### src/rtl/adc_frame_avg_pkg.sv
`default_nettype none
// ============================================================================
// Package     : adc_pkg
// Description : Shared constants and types for the ADC frame averager.
//               ADC_W        - sample width in bits
//               LOG2_N_MAX   - largest supported log2 block length
//               ADC_MIN_INIT - running-minimum start value (all ones)
//               state_t      - acquisition state encoding
// Revision    : 1.0 - initial release
// ============================================================================
package adc_pkg;

    localparam int ADC_W      = 12;
    localparam int LOG2_N_MAX = 8;

    localparam logic [ADC_W-1:0] ADC_MIN_INIT = '1;

    typedef enum logic [0:0] {
        IDLE = 1'b0,
        ACC  = 1'b1
    } state_t;

endpackage
`default_nettype wire

### src/rtl/adc_frame_avg_if.sv
`default_nettype none
// ============================================================================
// Interface   : adc_frame_avg_if
// Description : Block-result valid/ready channel towards the telemetry stage.
//               out_valid - result available        (master -> slave)
//               out_ready - consumer accepts result (slave  -> master)
//               out_mean  - truncated block mean    (master -> slave)
//               out_min   - block minimum           (master -> slave)
//               out_max   - block maximum           (master -> slave)
// Revision    : 1.0 - initial release
// ============================================================================
interface adc_frame_avg_if #(
    parameter int ADC_W = adc_pkg::ADC_W
) ();

    logic             out_valid;
    logic             out_ready;
    logic [ADC_W-1:0] out_mean;
    logic [ADC_W-1:0] out_min;
    logic [ADC_W-1:0] out_max;

    modport master (
        output out_valid,
        output out_mean,
        output out_min,
        output out_max,
        input  out_ready
    );

    modport slave (
        input  out_valid,
        input  out_mean,
        input  out_min,
        input  out_max,
        output out_ready
    );

endinterface
`default_nettype wire

### src/rtl/adc_frame_avg_edge_fall_det.sv
`default_nettype none
// ============================================================================
// Module      : edge_fall_det
// Description : Registered falling-edge detector. o_fall is high in the cycle
//               where i_sig is low and was high on the previous clock.
//               clk    - clock, rising edge
//               rst    - synchronous active-high reset (delayed copy -> 0)
//               i_sig  - monitored signal
//               o_fall - falling-edge strobe
// Revision    : 1.0 - initial release
// ============================================================================
module edge_fall_det (
    input  logic clk,
    input  logic rst,
    input  logic i_sig,
    output logic o_fall
);

    logic r_sig_d;

    always_ff @(posedge clk) begin
        if (rst) begin
            r_sig_d <= 1'b0;
        end else begin
            r_sig_d <= i_sig;
        end
    end

    assign o_fall = r_sig_d & ~i_sig;

endmodule
`default_nettype wire

### src/rtl/adc_frame_avg.sv
`default_nettype none
// ============================================================================
// Module      : adc_frame_avg
// Description : Captures one ADC sample per conversion frame (CS falling
//               edge), accumulates 2**LOG2_N samples and presents the block
//               mean/min/max on a valid/ready channel.
//               clk_25   - 25 MHz system clock
//               reset    - synchronous active-high reset
//               start    - acquisition enable
//               cs       - ADC chip-select; falling edge marks a sample
//               adc_data - sample bus, valid in the CS falling cycle
//               res      - result channel (master side)
//               out_ovf  - sticky: a block result was dropped
//               busy     - a block is accumulating
// Revision    : 1.0 - initial release
// ============================================================================
module adc_frame_avg #(
    parameter int ADC_W  = 12,
    parameter int LOG2_N = 4
) (
    input  logic                  clk_25,
    input  logic                  reset,
    input  logic                  start,
    input  logic                  cs,
    input  logic [ADC_W-1:0]      adc_data,
    adc_frame_avg_if.master       res,
    output logic                  out_ovf,
    output logic                  busy
);

    import adc_pkg::*;

    // Out-of-range block lengths are clamped to the largest supported one.
    localparam int c_LOG2_N = (LOG2_N > LOG2_N_MAX) ? LOG2_N_MAX : LOG2_N;
    // N samples of at most 2**ADC_W-1 always fit in ADC_W+log2(N) bits.
    localparam int c_SUM_W  = ADC_W + c_LOG2_N;
    // A one-sample block still needs a 1-bit counter; it simply stays 0.
    localparam int c_CNT_W  = (c_LOG2_N > 0) ? c_LOG2_N : 1;
    localparam logic [c_CNT_W-1:0] c_CNT_LAST = c_CNT_W'((1 << c_LOG2_N) - 1);
    localparam logic [ADC_W-1:0]   c_MIN_INIT = {ADC_W{ADC_MIN_INIT[0]}};

    state_t               r_state;
    state_t               w_state_nxt;

    logic [c_SUM_W-1:0]   r_sum;
    logic [c_CNT_W-1:0]   r_cnt;
    logic [ADC_W-1:0]     r_min;
    logic [ADC_W-1:0]     r_max;

    logic                 r_valid;
    logic [ADC_W-1:0]     r_mean;
    logic [ADC_W-1:0]     r_res_min;
    logic [ADC_W-1:0]     r_res_max;
    logic                 r_ovf;

    logic                 w_fall;
    logic                 w_take;
    logic                 w_close;
    logic                 w_accept;
    logic [c_SUM_W-1:0]   w_sum_nxt;
    logic [ADC_W-1:0]     w_min_nxt;
    logic [ADC_W-1:0]     w_max_nxt;

    edge_fall_det u_cs_fall (
        .clk    (clk_25),
        .rst    (reset),
        .i_sig  (cs),
        .o_fall (w_fall)
    );

    // ------------------------------------------------------------------------
    // Acquisition FSM
    // ------------------------------------------------------------------------
    always_ff @(posedge clk_25) begin
        if (reset) begin
            r_state <= IDLE;
        end else begin
            r_state <= w_state_nxt;
        end
    end

    always_comb begin
        w_state_nxt = r_state;
        case (r_state)
            IDLE:    if (start)  w_state_nxt = ACC;
            ACC:     if (!start) w_state_nxt = IDLE;
            default: w_state_nxt = IDLE;
        endcase
    end

    always_comb begin
        busy = 1'b0;
        if (r_state == ACC) begin
            busy = 1'b1;
        end
    end

    // ------------------------------------------------------------------------
    // Sample accumulation
    // ------------------------------------------------------------------------
    // Samples count only while already in ACC with start still high, so a
    // fall coinciding with the rising start edge is ignored.
    assign w_take    = (r_state == ACC) & start & w_fall;
    assign w_close   = w_take & (r_cnt == c_CNT_LAST);
    assign w_accept  = r_valid & res.out_ready;

    assign w_sum_nxt = r_sum + c_SUM_W'(adc_data);
    assign w_min_nxt = (adc_data < r_min) ? adc_data : r_min;
    assign w_max_nxt = (adc_data > r_max) ? adc_data : r_max;

    // Closing a block restarts the accumulators in the same cycle the result
    // is captured, so the very next frame already belongs to the new block.
    always_ff @(posedge clk_25) begin
        if (reset || !start || w_close) begin
            r_sum <= '0;
            r_cnt <= '0;
            r_min <= c_MIN_INIT;
            r_max <= '0;
        end else if (w_take) begin
            r_sum <= w_sum_nxt;
            r_cnt <= r_cnt + c_CNT_W'(1);
            r_min <= w_min_nxt;
            r_max <= w_max_nxt;
        end
    end

    // ------------------------------------------------------------------------
    // Result register and handshake
    // ------------------------------------------------------------------------
    // A new result loads when the slot is free or is being accepted this very
    // cycle; otherwise it is dropped and the overflow flag latches.
    always_ff @(posedge clk_25) begin
        if (reset) begin
            r_valid   <= 1'b0;
            r_mean    <= '0;
            r_res_min <= '0;
            r_res_max <= '0;
            r_ovf     <= 1'b0;
        end else if (w_close && (!r_valid || res.out_ready)) begin
            r_valid   <= 1'b1;
            r_mean    <= w_sum_nxt[c_SUM_W-1:c_LOG2_N];
            r_res_min <= w_min_nxt;
            r_res_max <= w_max_nxt;
        end else if (w_close) begin
            r_ovf     <= 1'b1;
        end else if (w_accept) begin
            r_valid   <= 1'b0;
        end
    end

    assign res.out_valid = r_valid;
    assign res.out_mean  = r_mean;
    assign res.out_min   = r_res_min;
    assign res.out_max   = r_res_max;
    assign out_ovf       = r_ovf;

endmodule
`default_nettype wire

### src/flat_wrapper.sv
// flat-port wrapper written by rule: the top's interface ports become plain ports
module adc_frame_avg_flat import adc_pkg::*;
#(
    parameter int ADC_W  = 12,
    parameter int LOG2_N = 4
)
  (clk_25, reset, start, cs, adc_data, out_ovf, busy, res_out_valid, res_out_mean, res_out_min, res_out_max, res_out_ready);
  adc_frame_avg_if #(.ADC_W(ADC_W)) res_i ();
  input  logic clk_25;
  input  logic reset;
  input  logic start;
  input  logic cs;
  input  logic [ADC_W-1:0] adc_data;
  output logic out_ovf;
  output logic busy;
  output wire logic [$bits(res_i.out_valid)-1:0] res_out_valid;
  output wire logic [$bits(res_i.out_mean)-1:0] res_out_mean;
  output wire logic [$bits(res_i.out_min)-1:0] res_out_min;
  output wire logic [$bits(res_i.out_max)-1:0] res_out_max;
  input wire logic [$bits(res_i.out_ready)-1:0] res_out_ready;
  assign res_out_valid = res_i.out_valid;
  assign res_out_mean = res_i.out_mean;
  assign res_out_min = res_i.out_min;
  assign res_out_max = res_i.out_max;
  assign res_i.out_ready = res_out_ready;
  adc_frame_avg #(.ADC_W(ADC_W), .LOG2_N(LOG2_N)) u_core (.clk_25(clk_25), .reset(reset), .start(start), .cs(cs), .adc_data(adc_data), .res(res_i), .out_ovf(out_ovf), .busy(busy));
endmodule
### config.mk
export PLATFORM = sky130hd
export DESIGN_NAME = adc_frame_avg_flat
export DESIGN_NICKNAME = d
export VERILOG_FILES = /design/src/rtl/adc_frame_avg_pkg.sv /design/src/rtl/adc_frame_avg_if.sv /design/src/rtl/adc_frame_avg_edge_fall_det.sv /design/src/rtl/adc_frame_avg.sv /design/src/flat_wrapper.sv
export SDC_FILE = /design/constraint.sdc
export NUM_CORES = 1
export LEC_CHECK = 0
export ABC_AREA = 1
export BUFFER_PORTS_ARGS = -buffer_cell sky130_fd_sc_hd__clkbuf_2
export CORE_AREA = 2 2 88 107
export CTS_BUF_LIST = sky130_fd_sc_hd__clkbuf_4 sky130_fd_sc_hd__clkbuf_8 sky130_fd_sc_hd__clkbuf_16
export DETAILED_ROUTE_END_ITERATION = 8
export DIE_AREA = 0 0 90 109
export PLACE_DENSITY = 0.78
export SLEW_MARGIN = 20
export SYNTH_ARGS = -nofsm -noshare
export SYNTH_HDL_FRONTEND = slang
export SYNTH_SLANG_ARGS = --single-unit
### constraint.sdc
create_clock -name clk_25 -period 2.4 [get_ports clk_25]
set_input_delay 0.24 -clock clk_25 [delete_from_list [all_inputs] [get_ports clk_25]]
set_output_delay 0.24 -clock clk_25 [all_outputs]
set_load 0.01 [all_outputs]
==> impl_metrics.csv, run 1 <==
group,metric,value,unit
status,status,"completed",
global_route,grt_pass1_wl,19960,µm
cells_and_area,fin_nets,858,
worst_setup_path,rrSetupSlack,430,ps
cts,clock_sinks,84,
logic_synthesis,synth_enable_flop_cells,0,
hold_path,holdPathEnd,"u_core.res.out_valid",
global_route,grt_usage,0.2501,
route,antenna_left,0,
cts,worstSkewPairLatency,360,ps
cts,cts_hold_buf,0,
floorplanning,die_w,90,µm
cts,h-tree-depth,3,
logic_synthesis,synth-seq-area-share,0.3361,
logic_synthesis,yosysWarnings,0,
worst_setup_path,required,2670,ps
logic_synthesis,synth_top_area_share,0.3361,
logic_synthesis,synth_most_common_cell,"nand2_1",
placed_design,pre_cts_slack,333.2,ps
worst_setup_path,crit_path_end_kind,"flip-flop",
sta,max_slew_margin,0.6726,
route,drt_first_iter_violations,286,
logic_synthesis,synthesis.area,5004,µm²
global_route,grt_pass1_vias,4355,
floorplanning,die_y,109,µm
route,drc,0,
floorplanning,start_util,0.5658,
sta,hold_violations,0,
sta,period_needed,1968,ps
global_route,grt_max_degree,54,
cts,tritoncts,"built",
power,powerDensity,475.9,nW/µm²
route,dr.pass1.iters,5,
sta,fmax,508.2,MHz
cells_and_area,drive_gt1_frac,0.1112,
global_route,antenna_found_initial,0,
worst_setup_path,reg2regPathDepth,14,
placed_design,hpwlAfterDp,8417,µm
cells_and_area,diodes,0,
cts,cts_root_buf,"clkbuf_8",
route,wl,11860,µm
cells_and_area,syn2layout_area_growth,11.00,%
global_route,overflow,0,
logic_synthesis,synth_area_leaders,"dfxtp_1, nand2_1, inv_1",
hold_path,hold_start,"reset",
route,viasPerCell,5.169,
placed_design,port-buffer-count,55,
flow_run,cap_violations,0,
logic_synthesis,synth_fp_nets,811,
sta,slew_viol_final,0,
floorplanning,rows,38,
worst_setup_path,critPathLaunchType,"flip-flop",
hold_path,hold-path-cell-count,2,
logic_synthesis,synthFlopType,"dfxtp_1",
sta,fin_ws,432.2,ps
sta,setup_viol,0,
logic_synthesis,ys_ff_latch,84,
cts,ctsResizeCount,0,
sta,fin_tns_setup,0,ps
logic_synthesis,ys_async_sr_fraction,0,
power,p_leak,3.059,nW
worst_setup_path,cp_max_fo,4,
cts,path_clk_slew,80,ps
placed_design,globalplace.congestion,0.9100,
logic_synthesis,ys_types,27,
cts,cts_made_buffers,9,
hold_path,min_path_type,"in2reg",
worst_setup_path,crit_arrival,2230,ps
floorplanning,io_pins,56,
logic_synthesis,synthCells,757,
floorplanning,dieArea,9810,µm²
cts,cts_setup_buffers,0,
worst_setup_path,timing.rr.start,"u_core.r_sum[0]",
route,routedWlPerCell,12.77,µm
sta,tightest_slew,491.1,ps
floorplanning,core-area,8843,µm²
route,route.vias.total,4802,
worst_setup_path,regToRegEndpoint,"u_core.r_sum[14]",
logic_synthesis,synth_largest_area_cell,"dfxtp_1",
sta,post-route-period-util,0.8199,
power,irDropWorstVdd,0.0003400,V
cells_and_area,nFillCells,868,
worst_setup_path,path_class,"reg2reg",
logic_synthesis,synthTopCellsByCount,"nand2_1, inv_1, nand3_1, dfxtp_1, a21oi_1",
sta,skew,10.21,ps
cts,clk_path_buf_depth,2,
logic_synthesis,syn_area_per_cell,6.610,µm²
sta,rsz0062_at_grt,"no",
-- area by class of cell --
type                       count  area (µm²)  area share
clock inverter                 6       63.81     0.01149
multi-input combinational    508        2648      0.4767
tap                          120       150.1     0.02703
sequential                    84        1682      0.3028
timing repair buffer          65       362.8     0.06533
inverter                     136       510.5     0.09191
clock buffer                  10       137.6     0.02478
-- through the flow --
| step | instance area, µm² | instances | hold WS, ps | total power [mW] | util |
|---|---|---|---|---|---|
| finish | 5554 | 929 | 117.0 | 2.643 | 0.6280 |
| floorplan | 5004 | 757 | 309.1 | 1.571 | - |
| global route | 5554 | 929 | 130.0 | 2.748 | 0.6280 |
| global placement | 5353 | 913 | 449.1 | 1.639 | 0.6053 |
| CTS | 5554 | 929 | 107.5 | 2.673 | 0.6280 |
| detailed placement | 5353 | 913 | 454.0 | 1.643 | 0.6053 |
-- routing by layer --
metal / global-route usage / vias to the layer above / part of all wire
met1: 0.3200 / 2194 / 0.46
met3: 0.03455 / 20 / 0.047
met5: 0 / - / 0
met4: 0.1176 / 0 / 0.027
met2: 0.4211 / 118 / 0.47
li1: - / 2470 / -
-- kinds of logic (layout without fill, tap and decap cells) --
logic type	after synthesis	after routing	share of synthesized area
adders and majority gates	37	37	0.09402
buffers and inverters	165	217	0.1348
AOI/OAI and AO/OA	98	98	0.1158
and+or+nand+nor	368	368	0.3106
xor gates and xnor gates	5	5	0.008754
DFF	84	84	0.3361
-- where the power goes --
part           total (mW)  leakage, nW  switching, mW  internal, mW
clock                1.03       0.0983          0.524         0.507
sequential           1.40        0.678        0.00315          1.40
combinational       0.212         2.28          0.144        0.0681
total                2.64         3.06          0.671          1.97
-- how the worst max path moves through the flow --
stage                    start                       to  slack [ps]  depth (start not counted)
2_1_floorplan  u_core.r_sum[0]         u_core.r_sum[14]         710                         14
3_3_place_gp       adc_data[0]  u_core.res.out_mean[10]         360                         15
3_5_place_dp       adc_data[0]         u_core.r_sum[14]         330                         15
4_1_cts        u_core.r_sum[0]         u_core.r_sum[14]         410                         14
5_1_grt        u_core.r_min[7]         u_core.r_min[11]         160                         12
6_report       u_core.r_sum[0]         u_core.r_sum[14]         430                         14
-- layout by cell type (no fill, tap or decap), types with 9 or more instances in the layout --
cell | synthesis | routed
clkbuf_2 | 0 | 55
ha_1 | 36 | 36
buf_4 | 0 | 9
dfxtp_1 | 84 | 84
inv_1 | 134 | 134
nand2_1 | 222 | 222
nand3_1 | 92 | 92
clkbuf_8 | 0 | 10
a21oi_1 | 53 | 53
o21a_1 | 33 | 33
o21ai_0 | 9 | 9
nor2_1 | 37 | 37
-- critical path, cell delays in order, from the launching register on --
cell and delay (ps):
dfxtp_1 320, ha_1 210, fa_1 410, nand2_1 110, nand2_1 60, nand2_1 60
nand2_1 120, nand2_1 90, nand2_1 100, nand2_1 100, nand2_1 50, nand2_1 70
nand3_1 70, nand2_1 70, inv_1 30
-- registers in the layout, summed over array words and instances, names as in the netlist --
signal / count
u_core.res.out_min: 12
u_core.r_max: 12
u_core.r_sum: 16
u_core.res.out_mean: 12
u_core.r_state: 1
u_core.out_ovf: 1
u_core.u_cs_fall.r_sig_d: 1
u_core.r_cnt: 4
u_core.res.out_max: 12
u_core.r_min: 12
u_core.res.out_valid: 1
Power figures use the tool's default switching activity.
==> run 2: changes to the inputs <==
--- a/config.mk
+++ b/config.mk
@@ -5,13 +5,13 @@
 export SDC_FILE = /design/constraint.sdc
 export NUM_CORES = 1
 export LEC_CHECK = 0
-export ABC_AREA = 1
+export ABC_AREA = 0
 export BUFFER_PORTS_ARGS = -buffer_cell sky130_fd_sc_hd__clkbuf_2
-export CORE_AREA = 2 2 88 107
+export CORE_AREA = 2 2 89 108
 export CTS_BUF_LIST = sky130_fd_sc_hd__clkbuf_4 sky130_fd_sc_hd__clkbuf_8 sky130_fd_sc_hd__clkbuf_16
 export DETAILED_ROUTE_END_ITERATION = 8
-export DIE_AREA = 0 0 90 109
-export PLACE_DENSITY = 0.78
+export DIE_AREA = 0 0 91 110
+export PLACE_DENSITY = 0.75
 export SLEW_MARGIN = 20
 export SYNTH_ARGS = -nofsm -noshare
 export SYNTH_HDL_FRONTEND = slang
==> constraint.sdc (replaced) <==
create_clock -name clk_25 -period 1.65 [get_ports clk_25]
set_input_delay 0.165 -clock clk_25 [delete_from_list [all_inputs] [get_ports clk_25]]
set_output_delay 0.165 -clock clk_25 [all_outputs]
set_load 0.01 [all_outputs]
==> run 2 against run 1 <==
  * Highest routed layer unchanged
  * The run now ends with negative setup slack left
  * Critical path type unchanged
  * Die area grew 2.0%
  * Final cell count fell by 11%
  * Register-to-register slack worse by 1000 ps
  * Maximum frequency fell by 12%
  * Synthesized cell count shrank 28%
  * Hold slack got worse by 48 ps
==> impl_metrics.csv, run 2 <==
group,metric,value,unit
logic_synthesis,synthCells,548,
floorplanning,start_util,0.5185,
logic_synthesis,synth-seq-area-share,0.3629,
cells_and_area,drive_gt1_frac,0.4831,
sta,hold_violations,0,
cells_and_area,final_cell_mix,"buf_4, nand2_1, dfxtp_1, clkbuf_2, nor2_1",
cts,clock_sinks,84,
route,route.vias.total,5053,
logic_synthesis,synth_fp_nets,602,
cells_and_area,stdcell_count,830,
cells_and_area,fin_nets,761,
route,drc,0,
cells_and_area,multiInputGateArea,3681,µm²
worst_setup_path,cp_cell_sequence,"inv_1, ha_4, nor2b_1, o211ai_1, a21oi_2, o311a_4, nor3_1, a2111oi_4",
logic_synthesis,yosysWarnings,0,
cts,cts_root_buf,"clkbuf_8",
worst_setup_path,cp_max_fo,5,
placed_design,dpl.cell_count,799,
global_route,grt_pass1_vias,5023,
placed_design,globalplace.congestion,0.9234,
placed_design,hpwlAfterDp,9835,µm
cts,path_clk_slew,90,ps
logic_synthesis,ys_ff_latch,84,
cells_and_area,mostFrequentLayoutCell,"buf_4",
floorplanning,core-area,8939,µm²
sta,post-route-period-util,1.349,
power,powerDensity,579.0,nW/µm²
cells_and_area,ff_latch_area,1708,µm²
logic_synthesis,synth_enable_flop_cells,0,
worst_setup_path,critPathLaunchType,"flip-flop",
global_route,overflow,0,
flow_run,cap_violations,0,
logic_synthesis,synthFlopType,"dfxtp_1",
cts,cts_made_buffers,9,
sta,slew_viol_final,0,
floorplanning,io_pins,56,
status,violations,"negative setup slack",
route,routedWlPerCell,21.36,µm
logic_synthesis,synth_area_leaders,"dfxtp_1, ha_1, mux2i_1",
floorplanning,die_w,91,µm
logic_synthesis,synth_most_common_cell,"nand2_1",
floorplanning,dieArea,10010,µm²
floorplanning,rows,38,
logic_synthesis,synth_largest_area_cell,"dfxtp_1",
sta,fmax,449.4,MHz
power,irDropWorstVdd,0.0005521,V
global_route,antenna_found_initial,0,
cells_and_area,nFillCells,522,
worst_setup_path,crit_path_end_kind,"flip-flop",
sta,skew,16.44,ps
logic_synthesis,synthTopCellsByCount,"nand2_1, dfxtp_1, nor2_1, a21oi_1, mux2i_1",
cts,clk_path_buf_depth,2,
sta,setup_viol,72,
sta,period_needed,2225,ps
logic_synthesis,syn_area_per_cell,8.457,µm²
worst_setup_path,path_class,"reg2reg",
worst_setup_path,cpPeakStageDelay,430,ps
worst_setup_path,cp_slowest_cell,"nor3_1",
cts,tritoncts,"built",
route,drt_first_iter_violations,351,
sta,fin_ws,-575.3,ps
cts,worstSkewPairLatency,370,ps
worst_setup_path,crit_arrival,2470,ps
global_route,grt_pass1_wl,24160,µm
power,p_leak,2.988,nW
cells_and_area,diodes,0,
sta,rsz0062_at_grt,"yes",
hold_path,min_path_type,"in2reg",
global_route,grt_usage,0.3084,
logic_synthesis,synth_top_area_share,0.3629,
logic_synthesis,ys_async_sr_fraction,0,
route,dr.pass1.iters,5,
cells_and_area,syn2layout_area_growth,56.29,%
floorplanning,die_y,110,µm
route,wl,17730,µm
sta,max_slew_margin,0.6829,
status,status,"finished with violations",
sta,tightest_slew,472.1,ps
placed_design,port-buffer-count,55,
logic_synthesis,ys_types,52,
cells_and_area,top_register,"u_core.r_sum",
cts,h-tree-depth,3,
global_route,grt_max_degree,37,
power,finalPower,4.194,mW
route,viasPerCell,6.088,
worst_setup_path,required,1890,ps
worst_setup_path,crit_buf_inv,1,
route,antenna_left,0,
sta,fin_tns_setup,-26390,ps
worst_setup_path,path_delay_family,"compound AO/OA/AOI/OAI gates",
logic_synthesis,synthesis.area,4634,µm²
cells_and_area,largest_reg_flops,16,
==> run 2: cell families after synthesis <==
| family | share of synthesized area |
|---|---|
| DFF | 0.3629 |
| AOI/OAI and AO/OA | 0.1682 |
| and+or+nand+nor | 0.2076 |
| xor gates and xnor gates | 0.02835 |
| adders and majority gates | 0.1015 |
| muxes | 0.07991 |
| buffers and inverters | 0.05157 |
==> run 2: worst paths after layout <==
check | depth (start not counted) | slack, ps | from | end
min | 2 | 70 | cs | u_core.u_cs_fall.r_sig_d
max reg2reg | 8 | -580 | u_core.r_max[1] | u_core.res.out_max[1]
min reg2reg | 2 | 470 | u_core.res.out_mean[2] | u_core.res.out_mean[2]
max | 8 | -580 | u_core.r_max[1] | u_core.res.out_max[1]
==> run 2: what timing repair did <==
action,CTS,global route
gates cloned,2,2
setup buffers,8,8
resized for setup,65,71
pin swaps,44,54
hold buffers,0,0
setup endpoints to repair,72,76
==> run 2: layout make-up <==
cell class / count / area share
clock buffers: 12 / 0.02194
flip-flops and latches: 84 / 0.2358
clock inverters: 2 / 0.004837
well taps: 120 / 0.02073
repair buffers: 179 / 0.1955
inverters: 25 / 0.01296
multi-input cells: 408 / 0.5082
==> run 2: metrics by stage <==
step	setup slack [ps]	hold WS (ps)	instance area [µm²]	util
6_report	-575.3	68.95	7243	0.8103
5_1_grt	-595.3	57.09	7243	0.8103
4_1_cts	-385.8	37.01	6812	0.7620
3_5_place_dp	-478.7	426.1	6115	0.6841
3_3_place_gp	-418.6	399.7	6115	0.6841
2_1_floorplan	-294.1	290.0	4923	-
==> run 2: per-layer routing <==
layer | GRT usage | up-vias | share of wire
met4 | 0.1569 | 0 | 0.059
li1 | - | 2242 | -
met1 | 0.3332 | 2422 | 0.36
met2 | 0.5788 | 284 | 0.51
met3 | 0.05710 | 105 | 0.070
met5 | 0 | - | 0
==> run 2: where the power goes <==
group	switching (mW)	total [mW]	internal, mW	leakage (nW)
Clock	0.759	1.54	0.782	0.102
Sequential	0.00365	2.03	2.03	0.677
Combinational	0.361	0.622	0.261	2.21
Total	1.12	4.19	3.07	2.99
